`src/rtl/cereal_rx.sv`:
```
// cereal_rx: idle-high 8N1 LSB-first serial receiver with a first-word-fall-through output buffer.
// Define CEREAL_RX_FIFO_EN for a 2**FIFO_AW deep FIFO; otherwise a single holding register is used.
module cereal_rx #(
  parameter int CLKS_PER_BIT = 78105,
  parameter int FIFO_AW      = 4
) (
  input  logic             sysclk,
  input  logic             rst,
  input  logic             rxd,
  input  logic             rd_en,
  output logic [7:0]       rd_data,
  output logic             empty,
  output logic [FIFO_AW:0] level,
  output logic             busy,
  output logic             frame_err,
  output logic             overflow
);
  localparam int            CW       = $clog2(CLKS_PER_BIT);
  localparam logic [CW-1:0] HALF_CNT = CW'(CLKS_PER_BIT / 2 - 1);
  localparam logic [CW-1:0] FULL_CNT = CW'(CLKS_PER_BIT - 1);
  localparam logic [CW-1:0] CNT_ONE  = CW'(1);

  typedef enum logic [1:0] {IDLE, START, DATA, STOP} state_e;

  logic          rx_meta_q, rx_s_q;
  state_e        state_q;
  logic [CW-1:0] cnt_q;
  logic [2:0]    bit_idx_q;
  logic [7:0]    shift_q;
  logic          frame_err_q;
  logic          push;
  logic          do_push, do_pop;
  logic [7:0]    rd_data_q;
  logic          overflow_q;

  // NOTE: non-blocking assignments make each flop take its pre-edge input; blocking ones would
  // collapse the two synchronizer stages into one.
  always_ff @(posedge sysclk) begin
    if (rst) begin
      rx_meta_q <= 1'b1;
      rx_s_q    <= 1'b1;
    end else begin
      rx_meta_q <= rxd;
      rx_s_q    <= rx_meta_q;
    end
  end

  always_ff @(posedge sysclk) begin
    if (rst) begin
      state_q     <= IDLE;
      cnt_q       <= '0;
      bit_idx_q   <= '0;
      shift_q     <= '0;
      frame_err_q <= 1'b0;
    end else begin
      frame_err_q <= 1'b0;
      cnt_q       <= cnt_q + CNT_ONE;
      case (state_q)
        IDLE: if (!rx_s_q) begin
          state_q <= START;
          cnt_q   <= '0;
        end
        START: if (cnt_q == HALF_CNT) begin
          // A high line at mid start bit was only a glitch.
          state_q   <= rx_s_q ? IDLE : DATA;
          cnt_q     <= '0;
          bit_idx_q <= '0;
        end
        DATA: if (cnt_q == FULL_CNT) begin
          shift_q   <= {rx_s_q, shift_q[7:1]};
          bit_idx_q <= bit_idx_q + 3'd1;
          cnt_q     <= '0;
          if (bit_idx_q == 3'd7) state_q <= STOP;
        end
        STOP: if (cnt_q == FULL_CNT) begin
          frame_err_q <= !rx_s_q;
          state_q     <= IDLE;
          cnt_q       <= '0;
        end
        default: state_q <= IDLE;
      endcase
    end
  end

  assign push      = (state_q == STOP) && (cnt_q == FULL_CNT) && rx_s_q;
  assign busy      = (state_q != IDLE);
  assign frame_err = frame_err_q;
  assign rd_data   = rd_data_q;
  assign overflow  = overflow_q;

`ifdef CEREAL_RX_FIFO_EN
  localparam int                 DEPTH    = 2 ** FIFO_AW;
  localparam logic [FIFO_AW:0]   LVL_FULL = (FIFO_AW + 1)'(DEPTH);
  localparam logic [FIFO_AW:0]   LVL_ONE  = (FIFO_AW + 1)'(1);
  localparam logic [FIFO_AW-1:0] PTR_ONE  = FIFO_AW'(1);

  logic [7:0]         mem_q [DEPTH];
  logic [FIFO_AW-1:0] wr_ptr_q, rd_ptr_q, rd_nxt;
  logic [FIFO_AW:0]   level_q;
  logic               full;

  assign full    = (level_q == LVL_FULL);
  assign do_pop  = rd_en && (level_q != '0);
  assign do_push = push && (!full || do_pop);
  assign rd_nxt  = rd_ptr_q + PTR_ONE;

  // NOTE: the storage array is deliberately not reset; pointers and level alone say which
  // entries are valid, and leaving it unreset lets it map onto plain RAM.
  always_ff @(posedge sysclk) begin
    if (do_push) mem_q[wr_ptr_q] <= shift_q;
  end

  always_ff @(posedge sysclk) begin
    if (rst) begin
      wr_ptr_q   <= '0;
      rd_ptr_q   <= '0;
      level_q    <= '0;
      rd_data_q  <= '0;
      overflow_q <= 1'b0;
    end else begin
      if (do_push) wr_ptr_q <= wr_ptr_q + PTR_ONE;
      if (do_pop)  rd_ptr_q <= rd_nxt;
      case ({do_push, do_pop})
        2'b10:   level_q <= level_q + LVL_ONE;
        2'b01:   level_q <= level_q - LVL_ONE;
        default: level_q <= level_q;
      endcase
      if (push && full && !do_pop) overflow_q <= 1'b1;
      // Head register: holds its last value once the FIFO drains.
      if (do_pop) begin
        if (level_q != LVL_ONE) rd_data_q <= mem_q[rd_nxt];
        else if (do_push)       rd_data_q <= shift_q;
      end else if ((level_q == '0) && do_push) begin
        rd_data_q <= shift_q;
      end
    end
  end

  assign level = level_q;
  assign empty = (level_q == '0);
`else
  logic valid_q;

  assign do_pop  = rd_en && valid_q;
  assign do_push = push && (!valid_q || do_pop);

  always_ff @(posedge sysclk) begin
    if (rst) begin
      valid_q    <= 1'b0;
      rd_data_q  <= '0;
      overflow_q <= 1'b0;
    end else begin
      if (do_push) begin
        rd_data_q <= shift_q;
        valid_q   <= 1'b1;
      end else if (do_pop) begin
        valid_q   <= 1'b0;
      end
      if (push && valid_q && !do_pop) overflow_q <= 1'b1;
    end
  end

  assign level = {{FIFO_AW{1'b0}}, valid_q};
  assign empty = !valid_q;
`endif
endmodule

```
`config.mk`:
```
export PLATFORM = sky130hd
export DESIGN_NAME = cereal_rx
export DESIGN_NICKNAME = d
export VERILOG_FILES = /design/src/rtl/cereal_rx.sv
export SDC_FILE = /design/constraint.sdc
export NUM_CORES = 1
export LEC_CHECK = 0
export ABC_AREA = 1
export CAP_MARGIN = 20
export CORE_ASPECT_RATIO = 1.2
export CORE_UTILIZATION = 30
export DETAILED_ROUTE_END_ITERATION = 10
export SLEW_MARGIN = 5
export SYNTH_ARGS = -nofsm -noshare
export SYNTH_HDL_FRONTEND = slang
export SYNTH_SLANG_ARGS = --single-unit
```
`constraint.sdc`:
```
create_clock -name sysclk -period 3.94 [get_ports sysclk]
set_input_delay 0.985 -clock sysclk [delete_from_list [all_inputs] [get_ports sysclk]]
set_output_delay 0.985 -clock sysclk [all_outputs]
set_load 0.1 [all_outputs]
```
==> results of run 1 <==
[power groups by stage]
stage	clock (W)	sequential, W	combinational, W
after global placement	0	0.000458	0.0000908
after global routing	0.000384	0.000450	0.0000995
final	0.000355	0.000449	0.0000902
after detailed placement	0	0.000459	0.0000912
after CTS	0.000371	0.000449	0.0000914
after floorplan	0	0.000457	0.0000782
[kinds of logic (layout without fill, tap and decap cells)]
group                    after synthesis  count (layout)
other                                  1               4
AND/OR/NAND/NOR                      139             139
AO/OA/AOI/OAI                         29              29
XOR/XNOR                              11              11
adder cells (fa/ha/maj)                4               4
buffers and inverters                 57              72
flip-flops                            43              43
[stage by stage]
| stage | total power [W] | hold slack [ps] | area [µm²] |
|---|---|---|---|
| global placement | 0.000549 | 398 | 2260 |
| finish | 0.000894 | 411 | 2380 |
| detailed placement | 0.000550 | 398 | 2260 |
| global route | 0.000934 | 434 | 2380 |
| floorplan | 0.000535 | 389 | 2060 |
| CTS | 0.000911 | 418 | 2380 |
[cell type report]
class | count | area (µm²) | area share
Tap cell | 85 | 106 | 0.0447
Inverter | 47 | 176 | 0.0741
Clock inverter | 2 | 35.0 | 0.0147
Timing Repair Buffer | 17 | 168 | 0.0705
Sequential cell | 43 | 861 | 0.362
Multi-Input combinational cell | 187 | 951 | 0.400
Clock buffer | 6 | 82.6 | 0.0347
[sequential cells by signal (all words and copies together), names as in the netlist, 3 cells and up, named ones only]
signal / count
shift_q: 8
cnt_q: 17
rd_data: 8
bit_idx_q: 3
[final timing paths]
path              slack (ps)      start  cells past startpoint         end
setup / recovery         910   register                      3        busy
hold / removal           410  rx_meta_q                      1      rx_s_q
setup reg to reg        2120   cnt_q[0]                     11  shift_q[1]
hold reg to reg          410  rx_meta_q                      1      rx_s_q
[worst register-to-register path, delay by kind of cell (launching register included)]
| kind | cells | cell delay (ps) |
|---|---|---|
| adders and majority gates | 1 | 150 |
| DFF | 1 | 330 |
| AOI/OAI and AO/OA | 1 | 60 |
| and+or+nand+nor | 6 | 810 |
| buffers and inverters | 3 | 360 |
[synth_stat cells (all sizes together)]
| master | instances | area, µm² |
|---|---|---|
| a21oi | 14 | 73.8 |
| a31oi | 1 | 6.26 |
| buf | 8 | 61.3 |
| clkbuf | 2 | 7.51 |
| conb | 1 | 3.75 |
| dfxtp | 43 | 861 |
| ha | 4 | 50.1 |
| inv | 47 | 176 |
| nand2 | 59 | 239 |
| nand3 | 5 | 25.0 |
| nand4 | 8 | 50.1 |
| nor2 | 53 | 226 |
| nor3 | 10 | 71.3 |
| nor4 | 2 | 12.5 |
| o21a | 1 | 7.51 |
| o21ai | 13 | 65.1 |
| or2 | 2 | 12.5 |
| xnor2 | 3 | 26.3 |
| xor2 | 8 | 70.1 |
[layer usage]
layer	share of wire	up-vias	GRT usage
met5	0	-	0
met3	0.035	6	0.0296
met4	0.013	0	0.0409
met1	0.46	737	0.118
met2	0.49	24	0.215
li1	-	895	-
==> impl_metrics.prom, run 1 <==
# TYPE chip_impl_metric gauge
chip_impl_metric{name="tightestPinTransition",unit="ps"} 965
chip_impl_info{name="synth_top_family_by_area",value="simple AND/OR/NAND/NOR gates"} 1
chip_impl_metric{name="area.growth.synth_to_final",unit="%"} 16.3
chip_impl_metric{name="post-route-min-period",unit="ps"} 3030
chip_impl_metric{name="slew_headroom",unit=""} 0.355
chip_impl_metric{name="num_rows",unit=""} 32
chip_impl_info{name="most_frequent_cells_in_the_layout",value="sky130_fd_sc_hd__nand2_1 (54), sky130_fd_sc_hd__nor2_1 (46), sky130_fd_sc_hd__inv_1 (43), sky130_fd_sc_hd__dfxtp_1 (43), sky130_fd_sc_hd__clkdlybuf4s50_1 (16)"} 1
chip_impl_metric{name="drt_pre_antenna_iters",unit=""} 4
chip_impl_metric{name="sum_of_net_half_perimeters_after_detailed_placement",unit="µm"} 2680
chip_impl_metric{name="critical_path_peak_fanout",unit=""} 9
chip_impl_metric{name="fin_crit_sh",unit=""} 0.769
chip_impl_metric{name="power.static_leakage",unit="nW"} 0.910
chip_impl_info{name="endpoint_kind_of_the_worst_setup_timing_path",value="output port"} 1
chip_impl_metric{name="cts_buffers",unit=""} 5
chip_impl_metric{name="utilization",unit=""} 0.365
chip_impl_info{name="worst_hold_path_type",value="register to register"} 1
chip_impl_info{name="cp_top_family",value="buffers and inverters"} 1
chip_impl_metric{name="clock-sinks",unit=""} 43
chip_impl_metric{name="worst_skew_pair.late_latency",unit="ps"} 290
chip_impl_info{name="critPathLaunchType",value="register"} 1
chip_impl_metric{name="synth_cells",unit=""} 284
chip_impl_metric{name="grt_use_total",unit=""} 0.113
chip_impl_info{name="final_common_cell",value="sky130_fd_sc_hd__nand2_1"} 1
chip_impl_metric{name="gpl.final_weighted_congestion",unit=""} 0.824
chip_impl_metric{name="floorplan.die_area",unit="mm²"} 0.00715
chip_impl_metric{name="power.switching",unit="W"} 0.000226
chip_impl_metric{name="setup_violating_endpoint_count_in_the_final_report",unit=""} 0
chip_impl_info{name="worstPathCellList",value="nor2_1 > inv_1 > clkdlybuf4s50_1"} 1
chip_impl_info{name="rsz0062_at_grt",value="false"} 1
chip_impl_metric{name="cell_internal_power_dissipation",unit="W"} 0.000668
chip_impl_metric{name="max_clock_freq",unit="MHz"} 330
chip_impl_metric{name="cp.arrival",unit="ps"} 2050
chip_impl_metric{name="yosysWarnings",unit=""} 0
chip_impl_metric{name="die_height",unit="µm"} 92.5
chip_impl_metric{name="post_cts_resize_count",unit=""} 0
chip_impl_metric{name="ys_types",unit=""} 30
chip_impl_metric{name="port-buffer-count",unit=""} 16
chip_impl_metric{name="fin_skew",unit="ps"} 6.53
chip_impl_metric{name="synthesis.area_per_instance",unit="µm²"} 7.20
chip_impl_info{name="clock_tree.root_cell",value="sky130_fd_sc_hd__clkbuf_8"} 1
chip_impl_metric{name="synth-seq-area-share",unit=""} 0.421
chip_impl_info{name="setup_crit_path_kind",value="register to output port"} 1
chip_impl_info{name="crit_path_max_delay_cell_type",value="sky130_fd_sc_hd__clkdlybuf4s50_1"} 1
chip_impl_metric{name="yosys_register_bits",unit=""} 43
chip_impl_metric{name="floorplan.initialDensity",unit=""} 0.313
chip_impl_metric{name="dp_cells",unit=""} 379
chip_impl_metric{name="via_count",unit=""} 1662
chip_impl_metric{name="hold_viol",unit=""} 0
chip_impl_metric{name="worstPathBufferInverterCount",unit=""} 2
chip_impl_metric{name="drt-total-wl",unit="µm"} 3630
chip_impl_metric{name="first_iter_violations",unit=""} 81
chip_impl_metric{name="required",unit="ps"} 2950
chip_impl_metric{name="clk_pin_slew",unit="ps"} 80
chip_impl_metric{name="first_global_vias",unit=""} 1614
chip_impl_metric{name="wl_per_cell",unit="µm"} 9.38
chip_impl_metric{name="max_cap_viol_count",unit=""} 0
chip_impl_metric{name="grt_max_degree",unit=""} 18
chip_impl_metric{name="sequential_cell_fraction_of_total_power",unit=""} 0.502
chip_impl_info{name="cts_tree",value="done"} 1
chip_impl_metric{name="synthMuxAreaShare",unit=""} 0
chip_impl_metric{name="grt_pass1_wl",unit="µm"} 6530
chip_impl_metric{name="yosys.area_share.simple",unit=""} 0.311
chip_impl_metric{name="total_gr_overflow",unit=""} 0
chip_impl_metric{name="fin_nets",unit=""} 309
chip_impl_metric{name="finalWorstSetupSlack",unit="ps"} 909
chip_impl_metric{name="netSwitchingFraction",unit=""} 0.253
chip_impl_metric{name="preCtsSetupSlack",unit="ps"} 1220
chip_impl_metric{name="power.combinational.fraction",unit=""} 0.101
chip_impl_metric{name="clkPwrFrac",unit=""} 0.397
chip_impl_metric{name="route.detailed.vias_per_inst",unit=""} 4.29
chip_impl_metric{name="power_per_cell_area",unit="mW/mm²"} 376
chip_impl_metric{name="die_width",unit="µm"} 77.4
chip_impl_metric{name="ir_worst_vdd",unit="µV"} 120
chip_impl_metric{name="synth_adder_area_share",unit=""} 0.0245
chip_impl_metric{name="boundaryPins",unit=""} 21
chip_impl_metric{name="cts_setup_buffers",unit=""} 0
chip_impl_metric{name="final_layout_size_suffix_gt1_frac",unit=""} 0.103
chip_impl_info{name="outcome",value="finished clean"} 1
chip_impl_metric{name="layout.filler_cells",unit=""} 696
chip_impl_metric{name="synth.cell_area",unit="mm²"} 0.00205
chip_impl_metric{name="slowest_delay",unit="ps"} 1130
chip_impl_metric{name="cts_buffer_depth",unit=""} 2
chip_impl_metric{name="synth_xor_xnor_area_share",unit=""} 0.0471
chip_impl_metric{name="placeableCoreArea",unit="mm²"} 0.00653
chip_impl_metric{name="final_antenna_net_count",unit=""} 0
chip_impl_metric{name="postCtsHoldBufs",unit=""} 0
chip_impl_metric{name="final_max_slew_viols",unit=""} 0
chip_impl_metric{name="cts-htree-levels",unit=""} 2
chip_impl_metric{name="antenna_cells_inserted",unit=""} 0
chip_impl_metric{name="stdcell_count",unit=""} 387
chip_impl_metric{name="grt_antenna_before_repair",unit=""} 0
chip_impl_metric{name="synth-compound-area-share",unit=""} 0.0746
chip_impl_metric{name="fin_setup_tns",unit="ps"} 0
chip_impl_metric{name="drc",unit=""} 0
No activity file was read; power rests on OpenSTA's default activity.
==> run 2: changes to the inputs <==
clock period = 2.6 ns   (was 3.94 ns; I/O delays follow)
==> run 2 against run 1 <==
Clock-buffer cell count down 1. Via count fell by 1.2%. Power is 59% higher. Largest cell class unchanged. Highest routed layer unchanged.
==> impl_metrics.prom, run 2 (synthesis gave the netlist of run 1 again) <==
# TYPE chip_impl_metric gauge
chip_impl_info{name="outcome",value="finished clean"} 1
chip_impl_metric{name="fin_setup_tns",unit="ps"} 0
chip_impl_metric{name="route.detailed.vias_per_inst",unit=""} 4.24
chip_impl_metric{name="required",unit="ps"} 1950
chip_impl_metric{name="dp_cells",unit=""} 379
chip_impl_metric{name="worst_skew_pair.late_latency",unit="ps"} 290
chip_impl_metric{name="post_cts_resize_count",unit=""} 0
chip_impl_metric{name="power.static_leakage",unit="nW"} 0.937
chip_impl_metric{name="floorplan.initialDensity",unit=""} 0.313
chip_impl_metric{name="cp.arrival",unit="ps"} 1250
chip_impl_metric{name="total_gr_overflow",unit=""} 0
chip_impl_metric{name="area.growth.synth_to_final",unit="%"} 15.7
chip_impl_metric{name="postCtsHoldBufs",unit=""} 0
chip_impl_metric{name="stdcell_count",unit=""} 387
chip_impl_metric{name="grt_pass1_wl",unit="µm"} 6250
chip_impl_metric{name="cts_buffer_depth",unit=""} 2
chip_impl_metric{name="drc",unit=""} 0
chip_impl_metric{name="antenna_cells_inserted",unit=""} 0
chip_impl_metric{name="placeableCoreArea",unit="mm²"} 0.00653
chip_impl_metric{name="boundaryPins",unit=""} 21
chip_impl_metric{name="cts_setup_buffers",unit=""} 0
chip_impl_metric{name="power.switching",unit="W"} 0.000343
chip_impl_metric{name="floorplan.die_area",unit="mm²"} 0.00715
chip_impl_metric{name="preCtsSetupSlack",unit="ps"} 557
chip_impl_metric{name="slowest_delay",unit="ps"} 500
chip_impl_metric{name="cts-htree-levels",unit=""} 2
chip_impl_metric{name="whs_path_depth",unit=""} 1
chip_impl_metric{name="layout.filler_cells",unit=""} 700
chip_impl_info{name="crit_path_max_delay_cell_type",value="sky130_fd_sc_hd__dfxtp_1"} 1
chip_impl_info{name="final_common_cell",value="sky130_fd_sc_hd__nand2_1"} 1
chip_impl_metric{name="clk_pin_slew",unit="ps"} 80
chip_impl_info{name="rr_startpoint",value="cnt_q[0]"} 1
chip_impl_metric{name="reg2regPathDepth",unit=""} 11
chip_impl_metric{name="hold_viol",unit=""} 0
chip_impl_metric{name="grt_use_total",unit=""} 0.110
chip_impl_metric{name="cts_buffers",unit=""} 5
chip_impl_metric{name="max_cap_viol_count",unit=""} 0
chip_impl_metric{name="port-buffer-count",unit=""} 16
chip_impl_metric{name="final_max_slew_viols",unit=""} 0
chip_impl_info{name="min_from",value="rx_meta_q"} 1
chip_impl_info{name="largest-register",value="cnt_q"} 1
chip_impl_metric{name="final_layout_size_suffix_gt1_frac",unit=""} 0.146
chip_impl_info{name="setup_crit_path_kind",value="register to output port"} 1
chip_impl_metric{name="netSwitchingFraction",unit=""} 0.240
chip_impl_metric{name="fin_crit_sh",unit=""} 0.732
chip_impl_metric{name="max_clock_freq",unit="MHz"} 526
chip_impl_info{name="most_frequent_cells_in_the_layout",value="sky130_fd_sc_hd__nand2_1 (54), sky130_fd_sc_hd__nor2_1 (46), sky130_fd_sc_hd__inv_1 (43), sky130_fd_sc_hd__dfxtp_1 (43), sky130_fd_sc_hd__buf_4 (14)"} 1
chip_impl_metric{name="sum_of_net_half_perimeters_after_detailed_placement",unit="µm"} 2670
chip_impl_info{name="min_delay_worst_endpoint",value="rx_s_q"} 1
chip_impl_metric{name="first_iter_violations",unit=""} 53
chip_impl_metric{name="via_count",unit=""} 1642
chip_impl_metric{name="power.combinational.fraction",unit=""} 0.096
chip_impl_metric{name="gpl.final_weighted_congestion",unit=""} 0.806
chip_impl_metric{name="die_height",unit="µm"} 92.5
chip_impl_metric{name="power_per_cell_area",unit="mW/mm²"} 603
chip_impl_metric{name="critical_path_peak_fanout",unit=""} 9
chip_impl_metric{name="die_width",unit="µm"} 77.4
chip_impl_metric{name="grt_antenna_before_repair",unit=""} 0
chip_impl_info{name="rsz0062_at_grt",value="false"} 1
chip_impl_metric{name="wl_per_cell",unit="µm"} 9.49
chip_impl_metric{name="fin_nets",unit=""} 309
chip_impl_metric{name="grt_max_degree",unit=""} 18
chip_impl_info{name="worstReg2RegEnd",value="shift_q[4]"} 1
chip_impl_metric{name="ir_worst_vdd",unit="µV"} 264
chip_impl_metric{name="drt-total-wl",unit="µm"} 3670
chip_impl_metric{name="setup_violating_endpoint_count_in_the_final_report",unit=""} 0
chip_impl_metric{name="largest_register_ffs",unit=""} 17
chip_impl_metric{name="sequential_cell_fraction_of_total_power",unit=""} 0.477
chip_impl_metric{name="clock-sinks",unit=""} 43
chip_impl_info{name="cts_tree",value="done"} 1
chip_impl_metric{name="final_antenna_net_count",unit=""} 0
chip_impl_metric{name="num_rows",unit=""} 32
chip_impl_metric{name="clkPwrFrac",unit=""} 0.427
chip_impl_metric{name="drt_pre_antenna_iters",unit=""} 4
chip_impl_info{name="endpoint_kind_of_the_worst_setup_timing_path",value="output port"} 1
chip_impl_metric{name="post-route-min-period",unit="ps"} 1900
chip_impl_info{name="clock_tree.root_cell",value="sky130_fd_sc_hd__clkbuf_8"} 1
chip_impl_metric{name="fin_skew",unit="ps"} 6.32
chip_impl_metric{name="finalWorstSetupSlack",unit="ps"} 698
chip_impl_metric{name="first_global_vias",unit=""} 1442
chip_impl_info{name="worst_hold_path_type",value="register to register"} 1
chip_impl_info{name="critPathLaunchType",value="register"} 1
chip_impl_info{name="worstPathCellList",value="nor2_1 > inv_1 > buf_4"} 1
chip_impl_metric{name="regToRegSetupSlack",unit="ps"} 800
chip_impl_metric{name="cell_internal_power_dissipation",unit="W"} 0.00108
-- run 2: changes by cell type in the layout (fill, tap and decap cells not counted) --
cell                              change
sky130_fd_sc_hd__bufinv_16            +1
sky130_fd_sc_hd__buf_4               +13
sky130_fd_sc_hd__clkinv_2             -1
sky130_fd_sc_hd__clkbuf_8             -1
sky130_fd_sc_hd__clkdlybuf4s50_1     -13
sky130_fd_sc_hd__clkinvlp_4           +1
-- run 2: worst max-delay path, delay by kind of cell (launching register included) --
kind                   cells  cell delay (ps)
buffers and inverters      2              390
flip-flops                 1              500
AND/OR/NAND/NOR            1               70
-- run 2: area by class of cell --
cell class,count,area (µm²),share of cell area
Tap cell,85,106,0.0449
Clock buffer,5,68.8,0.0291
Multi-Input combinational cell,187,951,0.402
Sequential cell,43,861,0.364
Inverter,47,176,0.0746
Timing Repair Buffer,17,135,0.0571
Clock inverter,3,67.6,0.0286
-- run 2: through the flow --
stage / power [W] / hold slack (ps) / utilization / area, µm²
5_1_grt: 0.00149 / 431 / 0.363 / 2370
2_1_floorplan: 0.000811 / 389 / - / 2060
3_5_place_dp: 0.000835 / 400 / 0.342 / 2230
4_1_cts: 0.00145 / 418 / 0.363 / 2370
6_report: 0.00143 / 413 / 0.363 / 2370
3_3_place_gp: 0.000832 / 393 / 0.342 / 2230
-- run 2: worst max path at each step --
| stage | startpoint | cells past startpoint | to |
|---|---|---|---|
| 6_report | register | 3 | busy |
| 5_1_grt | cnt_q[0] | 11 | cnt_q[13] |
| 4_1_cts | register | 3 | busy |
| 3_5_place_dp | rst | 4 | cnt_q[6] |
| 3_3_place_gp | rst | 4 | cnt_q[13] |
| 2_1_floorplan | register | 9 | cnt_q[4] |
-- run 2: metal layers --
metal / up-vias / track usage / part of all wire / wire (µm)
li1: 899 / - / - / -
met1: 712 / 0.127 / 0.50 / 1830
met2: 24 / 0.184 / 0.44 / 1630
met3: 7 / 0.0335 / 0.040 / 146
met4: 0 / 0.0503 / 0.017 / 61
met5: - / 0 / 0 / 0
-- run 2: power groups by stage --
stage | Combinational [W] | Sequential [W] | Clock (W)
2_1_floorplan | 0.000119 | 0.000693 | 0
5_1_grt | 0.000152 | 0.000682 | 0.000660
3_3_place_gp | 0.000137 | 0.000696 | 0
6_report | 0.000138 | 0.000680 | 0.000609
3_5_place_dp | 0.000139 | 0.000696 | 0
4_1_cts | 0.000139 | 0.000680 | 0.000633
